**src/rtl/hazard_sequencer_pkg.sv**
```systemverilog
// Shared encodings and helpers for the pipeline hazard sequencer.
package hazard_sequencer_pkg;

    // Sequencer states: normal issue, or frozen waiting on data memory.
    typedef enum logic {
        ST_RUN      = 1'b0,
        ST_MEM_WAIT = 1'b1
    } hz_state_t;

    // Forwarding select encodings (match the datapath operand muxes).
    localparam logic [1:0] FWD_REG = 2'b00;
    localparam logic [1:0] FWD_MEM = 2'b10;
    localparam logic [1:0] FWD_WB  = 2'b01;

    // Controller encodings this block decodes.
    localparam logic [1:0] RES_SRC_LOAD    = 2'b01;
    localparam logic [1:0] PCSRC_PC_PLUS_4 = 2'b00;

    // Per-stage hold / bubble controls.
    typedef struct packed {
        logic stall_f;
        logic stall_d;
        logic stall_e;
        logic stall_m;
        logic flush_d;
        logic flush_e;
        logic flush_w;
    } hz_ctrl_t;

    // Operand bypass select: M-stage producer beats W-stage producer, x0 never forwards.
    function automatic logic [1:0] fwd_sel(
        input logic       wr_m,
        input logic [4:0] rd_m,
        input logic       wr_w,
        input logic [4:0] rd_w,
        input logic [4:0] rs
    );
        if (wr_m && (rd_m != 5'd0) && (rd_m == rs))
            return FWD_MEM;
        else if (wr_w && (rd_w != 5'd0) && (rd_w == rs))
            return FWD_WB;
        else
            return FWD_REG;
    endfunction

endpackage

```
**src/rtl/hazard_sequencer_sat_counter.sv**
```systemverilog
// Saturating event counter: sticks at all-ones instead of wrapping.
module sat_counter #(
    parameter int W = 16
) (
    input  logic         clk,
    input  logic         rst,
    input  logic         inc,
    output logic [W-1:0] count
);

    // Count up on inc, hold once every bit is set.
    always_ff @(posedge clk) begin
        if (rst)
            count <= '0;
        else if (inc && (count != {W{1'b1}}))
            count <= count + 1'b1;
    end

endmodule

```
**src/rtl/hazard_sequencer.sv**
```systemverilog
// Hazard sequencer for the 5-stage core: bypass selects, load-use stalls,
// redirect flushes, data-memory wait freeze, perf counters, timeout flag.
module hazard_sequencer
    import hazard_sequencer_pkg::*;
#(
    parameter int CNT_W       = 16,
    parameter int MEM_TIMEOUT = 64
) (
    input  logic             clk,
    input  logic             rst,
    input  logic [4:0]       Rs1D,
    input  logic [4:0]       Rs2D,
    input  logic [4:0]       Rs1E,
    input  logic [4:0]       Rs2E,
    input  logic [4:0]       RdE,
    input  logic [4:0]       RdM,
    input  logic [4:0]       RdW,
    input  logic             RegWriteM,
    input  logic             RegWriteW,
    input  logic [1:0]       ResultSrcE,
    input  logic [1:0]       PCSrcE,
    input  logic             MemReqM,
    input  logic             MemAckM,
    output logic [1:0]       ForwardAE,
    output logic [1:0]       ForwardBE,
    output logic             StallF,
    output logic             StallD,
    output logic             StallE,
    output logic             StallM,
    output logic             FlushD,
    output logic             FlushE,
    output logic             FlushW,
    output logic             MemErr,
    output logic [CNT_W-1:0] StallCount,
    output logic [CNT_W-1:0] FlushCount
);

    // Wide enough to hold MEM_TIMEOUT-1 even when MEM_TIMEOUT is 1.
    localparam int WAIT_W = $clog2(MEM_TIMEOUT + 1);
    localparam logic [WAIT_W-1:0] WAIT_LAST = WAIT_W'(MEM_TIMEOUT - 1);

    hz_state_t         state, state_nxt;
    hz_ctrl_t          run_ctrl, ctrl;
    logic              redirect, load_use, redirect_flush;
    logic [WAIT_W-1:0] wait_cnt;

    assign redirect = (PCSrcE != PCSRC_PC_PLUS_4);
    assign load_use = (ResultSrcE == RES_SRC_LOAD) && (RdE != 5'd0) &&
                      ((RdE == Rs1D) || (RdE == Rs2D));

    // Unfrozen controls: redirect outranks load-use (the loaded value is squashed anyway).
    always_comb begin
        run_ctrl = '0;
        if (redirect) begin
            run_ctrl.flush_d = 1'b1;
            run_ctrl.flush_e = 1'b1;
        end else if (load_use) begin
            run_ctrl.stall_f = 1'b1;
            run_ctrl.stall_d = 1'b1;
            run_ctrl.flush_e = 1'b1;
        end
    end

    // State register.
    always_ff @(posedge clk) begin
        if (rst)
            state <= ST_RUN;
        else
            state <= state_nxt;
    end

    // Next state and stage controls; a pending memory access freezes F..M and bubbles W.
    always_comb begin
        state_nxt      = state;
        ctrl           = '0;
        redirect_flush = 1'b0;
        if (rst) begin
            state_nxt    = ST_RUN;
            ctrl.flush_d = 1'b1;
            ctrl.flush_e = 1'b1;
        end else begin
            unique case (state)
                ST_RUN: begin
                    if (MemReqM && !MemAckM) begin
                        ctrl      = '{stall_f: 1'b1, stall_d: 1'b1, stall_e: 1'b1,
                                      stall_m: 1'b1, flush_d: 1'b0, flush_e: 1'b0,
                                      flush_w: 1'b1};
                        state_nxt = ST_MEM_WAIT;
                    end else begin
                        ctrl           = run_ctrl;
                        redirect_flush = redirect;
                    end
                end
                ST_MEM_WAIT: begin
                    if (!MemAckM) begin
                        ctrl = '{stall_f: 1'b1, stall_d: 1'b1, stall_e: 1'b1,
                                 stall_m: 1'b1, flush_d: 1'b0, flush_e: 1'b0,
                                 flush_w: 1'b1};
                    end else begin
                        // Ack releases the freeze this cycle; E sees its held redirect now.
                        ctrl           = run_ctrl;
                        redirect_flush = redirect;
                        state_nxt      = ST_RUN;
                    end
                end
                default: state_nxt = ST_RUN;
            endcase
        end
    end

    // Bypass selects are state-independent but forced to regfile during reset.
    always_comb begin
        ForwardAE = FWD_REG;
        ForwardBE = FWD_REG;
        if (!rst) begin
            ForwardAE = fwd_sel(RegWriteM, RdM, RegWriteW, RdW, Rs1E);
            ForwardBE = fwd_sel(RegWriteM, RdM, RegWriteW, RdW, Rs2E);
        end
    end

    assign StallF = ctrl.stall_f;
    assign StallD = ctrl.stall_d;
    assign StallE = ctrl.stall_e;
    assign StallM = ctrl.stall_m;
    assign FlushD = ctrl.flush_d;
    assign FlushE = ctrl.flush_e;
    assign FlushW = ctrl.flush_w;

    // Wait-cycle counter and sticky timeout flag; counter parks at the limit.
    always_ff @(posedge clk) begin
        if (rst) begin
            wait_cnt <= '0;
            MemErr   <= 1'b0;
        end else if (state == ST_MEM_WAIT) begin
            if (MemAckM) begin
                wait_cnt <= '0;
            end else begin
                if (wait_cnt == WAIT_LAST)
                    MemErr <= 1'b1;
                else
                    wait_cnt <= wait_cnt + 1'b1;
            end
        end else begin
            wait_cnt <= '0;
        end
    end

    sat_counter #(.W(CNT_W)) u_stall_cnt (
        .clk   (clk),
        .rst   (rst),
        .inc   (ctrl.stall_f),
        .count (StallCount)
    );

    sat_counter #(.W(CNT_W)) u_flush_cnt (
        .clk   (clk),
        .rst   (rst),
        .inc   (redirect_flush),
        .count (FlushCount)
    );

endmodule

```
**config.mk**
```make
export PLATFORM = sky130hd
export DESIGN_NAME = hazard_sequencer
export DESIGN_NICKNAME = d
export VERILOG_FILES = /design/src/rtl/hazard_sequencer_pkg.sv /design/src/rtl/hazard_sequencer_sat_counter.sv /design/src/rtl/hazard_sequencer.sv
export SDC_FILE = /design/constraint.sdc
export NUM_CORES = 1
export LEC_CHECK = 0
export ABC_AREA = 1
export BUFFER_PORTS_ARGS = -buffer_cell sky130_fd_sc_hd__clkbuf_2
export CELL_PAD_IN_SITES_DETAIL_PLACEMENT = 0
export CELL_PAD_IN_SITES_GLOBAL_PLACEMENT = 1
export CORE_MARGIN = 1
export CORE_UTILIZATION = 25
export DETAILED_ROUTE_END_ITERATION = 10
export PLACE_DENSITY_LB_ADDON = 0.1
export SYNTH_ARGS = -nofsm -noshare
export SYNTH_HDL_FRONTEND = slang
export SYNTH_HIERARCHICAL = 1
export SYNTH_SLANG_ARGS = --single-unit
```
**constraint.sdc**
```tcl
create_clock -name clk -period 2.05 [get_ports clk]
set_clock_uncertainty 0.05 [all_clocks]
set_input_delay 0.1025 -clock clk [delete_from_list [all_inputs] [get_ports clk]]
set_output_delay 0.1025 -clock clk [all_outputs]
set_load 0.02 [all_outputs]
```
## Yosys cells after proc, flatten, opt, wreduce, memory -nomap -nowiden

Index checks and enable logic that the tools add are counted.

- Output and inout bits: 44
- Flip-flop bits (word level): 41
- Logic and storage cells: 63
- Input port bits: 45

- Multiplexer cells: 24
- Equal/unequal tests: 10
- Reduce and logical (&&, ||, !) cells: 19
- Bitwise logic cells: 2
- $add $sub $neg: 3

Operator list:

| operator | count |
|---|---|
| 16-bit by 1-bit adder with 16-bit output, second input constant | 2 |
| 16-bit != test, second input constant | 2 |
| 5-bit equality test | 6 |
| 5-bit nonzero test | 3 |
| 2-bit two-way mux | 7 |
| 7-bit two-way mux | 2 |
| 7-bit one-hot mux with 2 select lines | 1 |
| 1-bit logical AND | 11 |
| 1-bit two-way mux | 11 |
| 7-bit by 1-bit adder with 7-bit output, second input constant | 1 |
| 7-bit by 6-bit equality test with 1-bit output, second input constant | 1 |
| 4-bit two-way mux | 1 |
| 1-bit one-hot mux with 2 select lines | 2 |
| 3-bit AND reduction | 1 |
| 3-bit OR reduction | 1 |
| 2-bit by 1-bit equality test with 1-bit output, second input constant | 1 |
| 1-bit NOT | 2 |
| 2-bit nonzero test | 1 |
| 1-bit logical NOT | 1 |
| 1-bit logical OR | 1 |

## Longest topological paths before layout

- Depth after elaboration: 9
- Gate-level depth with buffers: 16
- Mapped depth without buffers: 15

## By module

The synthesis kept the hierarchy.

Modules (own cells, without submodules):

| module | cells each | times used | area an instance (µm²) | sequential area each (µm²) |
|---|---|---|---|---|
| sat_counter | 149 | 2 | 929.6 | 320.3 |
| hazard_sequencer | 161 | 1 | 963.4 | 180.2 |

## Worst setup path after synthesis

OpenSTA, ideal clock, no wires.

- Path type: reg-to-reg
- From: reg state
- To: reg u_stall_cnt.count[13]
- Clock period less this slack: 2.178 ns
- Cell stages (with the launch flop): 12
- Required time: 1.885 ns
- Slack: -0.128 ns
- Setup time: 0.115 ns
- Arrival: 2.012 ns
- Buffers on the path: 1
- Cells stage by stage: dfxtp_1 o21ai_2 o21ai_0 nand2_1 a21oi_1 buf_2 nand3_1 or2_0 nor2_1 nand3_1 nand2_1 nor2_1

- Cells in the longest elaborated chain, start to end: 4

RTL lines:

| what | RTL line | RTL |
|---|---|---|
| start: declaration | hazard_sequencer.sv:42 | `hz_state_t state, state_nxt;` |
| start signal: assignment | hazard_sequencer.sv:69 | `state <= state_nxt;` |
| 1-bit NOT | n/a |  |
| 7-bit one-hot mux with 2 select lines * | hazard_sequencer.sv:82 | `unique case (state)` |
| 4-bit two-way mux * | hazard_sequencer.sv:77 | `if (rst) begin` |
| 1-bit logical AND * | hazard_sequencer_sat_counter.sv:15 | `else if (inc && (count != {W{1'b1}}))` |
| end signal: assignment | hazard_sequencer_sat_counter.sv:16 | `count <= count + 1'b1;` |
| end: declaration | hazard_sequencer_sat_counter.sv:8 | `output logic [W-1:0] count` |

Every way passes the cells marked *; elsewhere a longest branch is shown, timed or not.
A chain may end at the register's enable or synchronous reset.

## Final worst setup path

Ends and elaborated chain as after synthesis.

==> summary.txt <==
Finish
  • Filler Cells Inserted: 1239
  • Final Non-Filler Cells: 691
  • NumNets Final: 598
  • ANT cells: 0
  • Area delta synth->final: 27.79%
  • Layout cell share with drive strength beyond 1: 24.68%

Clocking
  • Worst-skew pair later-pin latency: 0.29 ns
  • Cts repair resizes: 0
  • Root Buffer: clkbuf_16
  • Post-CTS setup buffers: 0
  • Longest Clk Path Bufs: 2
  • CTS tree: done
  • Clock Sinks: 41
  • Clock buffer count from CTS: 5
  • Post-CTS Hold Buffers: 0
  • H-tree Lvls: 2
  • Clock transition at path regs: 0.06 ns

Place
  • Number of port buffers: 88
  • DP Cell Count: 683
  • Setup slack at placement: 0.2280 ns
  • Final HPWL DP: 6219 µm
  • Routability cong.: 0.7971

Synthesis
  • Unique masters post-synth: 28
  • Cells after Synth: 459
  • Synthesized net count: 507
  • Synth Area per Inst: 6.150 µm²
  • Synth Cell Area: 2823 µm²
  • Flops & latches, synth: 41
  • Register area share after synthesis: 29.08%
  • Yosys Warn Count: 6

Critical path
  • Cell family with most CP delay: simple AND/OR/NAND/NOR gates
  • Worst Path Buf+Inv: 1
  • CP arrival: 1.94 ns
  • Crit end category: register
  • Slowest cell on the critical path: dfxtp_1
  • Critical path peak fanout: 10
  • Cells along the critical path: o21ai_2 > o21ai_0 > nand2_1 > a21oi_2 > buf_4 > nand3_1 > or2_0 > nor2_1 > nand3_1 > nand2_1 > nor2_1
  • Slowest stage delay, CP: 0.36 ns
  • WS Path Type: register to register
  • Startpoint Class: register
  • WP data required: 2.18 ns

Timing
  • Setup_tns: 0 ns
  • Max Slew Vio Count: 0
  • Rel. slew slack: 64.23%
  • Measured slew at the worst slew-check pin: 0.5359 ns
  • Setup Viol. Count Final: 0
  • RSZ-0062 raised after global routing: false
  • Min Tclk post-route: 1.805 ns
  • Final hold violations: 0
  • Final period util: 88.06%
  • Min Hold Slack: 0.07266 ns
  • Maximum clock rate: 0.5539 GHz
  • Post-route setup slack: 0.2447 ns

Flow run
  • Max cap viols: 0

Routing
  • Total wire length: 7631 µm
  • Routed length per placed instance: 11.04 µm
  • Total number of vias: 2975
  • DRT iter0 DRCs: 81
  • DR pass1 iterations: 4
  • Number of vias per cell: 4.305
  • DRC violations left: 0
  • Final ANT Viol Nets: 0

Floorplan
  • Die height: 108.3 µm
  • Die area: 11720 µm²
  • I/O pin total: 89
  • Row count: 38
  • Starting Density: 25.81%
  • Die width: 108.3 µm
  • Core footprint: 10940 µm²

Global routing
  • First-pass GRT wire length: 13070 µm
  • Largest net degree at the start of global routing: 17
  • Initial antenna violation count: 0
  • Via count of the first global-routing pass: 2866
  • Total GRT Usage: 14.21%
  • Congestion Overflow GR: 0

Power
  • Internal power: 1598 µW
  • Share of power burned in the clock network: 49.7%
  • PD cells: 577.3 nW/µm²
  • Peak supply drop: 0.0002879 V
  • Sequential Power Share: 38.9%
  • Logic pwr share: 11.4%
  • Sw Share: 23.28%
  • Net switching power: 484.8 µW
  • Static Leakage: 0.001730 µW

Status
  • Result of the run: finished clean

Worst hold path
  • Hold Crit Class: input port to register
Yosys cell counts (all sizes together):
library cell	instances	share of area (%)
a21oi	19	3.4
buf	5	1.2
clkbuf	2	0.53
dfxtp	41	29
ha	3	1.3
inv	47	6.3
nand2	133	18
nand3	35	6.4
nand4	8	2.0
nor2	121	20
nor2b	2	0.44
nor3	7	1.2
o21ai	8	1.6
o21bai	1	0.27
or2	4	0.89
xnor2	8	2.5
xor2	15	4.7
final timing paths:
| check | start | end | slack (ns) | cells after the start |
|---|---|---|---|---|
| hold reg to reg | MemErr | MemErr | 0.42 | 2 |
| hold / removal | rst | state | 0.07 | 2 |
| setup / recovery | state | u_stall_cnt/count[13] | 0.24 | 11 |
| setup reg to reg | state | u_stall_cnt/count[13] | 0.24 | 11 |
power by group through the flow:
stage	registers, µW	clock network (µW)	logic, µW
2_1_floorplan	834	0	134
3_3_place_gp	829	0	241
3_5_place_dp	829	0	241
4_1_cts	811	1080	241
5_1_grt	811	1110	270
6_report	811	1040	237
cell usage in the layout, fill, tap and decap left out, types with 3 or more instances in the layout:
| cell | count |
|---|---|
| inv_1 | 45 |
| clkbuf_16 | 5 |
| clkbuf_2 | 88 |
| xor2_1 | 15 |
| dfxtp_1 | 41 |
| nand4_1 | 7 |
| buf_4 | 3 |
| nand2_2 | 4 |
| nand2_1 | 129 |
| nand3_1 | 34 |
| or2_0 | 3 |
| nor2_1 | 94 |
| nor2_4 | 5 |
| nor3_1 | 7 |
| xnor2_1 | 8 |
| a21oi_1 | 18 |
| o21ai_0 | 6 |
| nor2_2 | 20 |
| ha_1 | 3 |
through the flow:
stage                     power, µW  util [%]  instance area, µm²
after floorplan               967.7         -                2826
after global placement         1069     31.25                3417
after detailed placement       1069     31.25                3417
after CTS                      2132     32.99                3607
after global routing           2190     32.99                3607
final                          2083     32.99                3607
state kept, by name, indices dropped and copies added, names as in the netlist:
name	count
u_flush_cnt/count	16
u_stall_cnt/count	16
wait_cnt	7
MemErr	1
state	1
cell type report:
class                           instances  area (µm²)  area share (%)
Clock buffer                            5       125.1           3.469
Clock inverter                          3       65.06           1.804
Inverter                               47       176.4           4.891
Multi-Input combinational cell        364        1782           49.39
Sequential cell                        41       820.8           22.75
Tap cell                              140       175.2           4.856
Timing Repair Buffer                   91       462.9           12.83
cell families (layout without fill, tap and decap cells):
family | after synthesis | count (layout) | share of synthesized area, %
buffers and inverters | 54 | 146 | 7.934
AO/OA/AOI/OAI | 28 | 28 | 5.186
XOR/XNOR | 23 | 23 | 7.137
AND/OR/NAND/NOR | 310 | 310 | 49.33
flip-flops | 41 | 41 | 29.08
adder cells (fa/ha/maj) | 3 | 3 | 1.330
worst reg2reg max path: stages (launching register included):
cell	delay, ns
dfxtp_1	0.36
o21ai_2	0.06
o21ai_0	0.10
nand2_1	0.17
a21oi_2	0.13
buf_4	0.18
nand3_1	0.10
or2_0	0.21
nor2_1	0.14
nand3_1	0.09
nand2_1	0.08
nor2_1	0.04
metal layers:
layer  up-vias  wire [µm]  global-route usage [%]  part of all wire (%)
met2        74       3420                   24.20                    45
met1      1286       3637                   17.09                    48
met4         0        114                   4.923                   1.5
li1       1608          -                       -                     -
met5         -          0                       0                     0
met3         7        459                   3.918                   6.0
(Power assumes the default switching activity.)
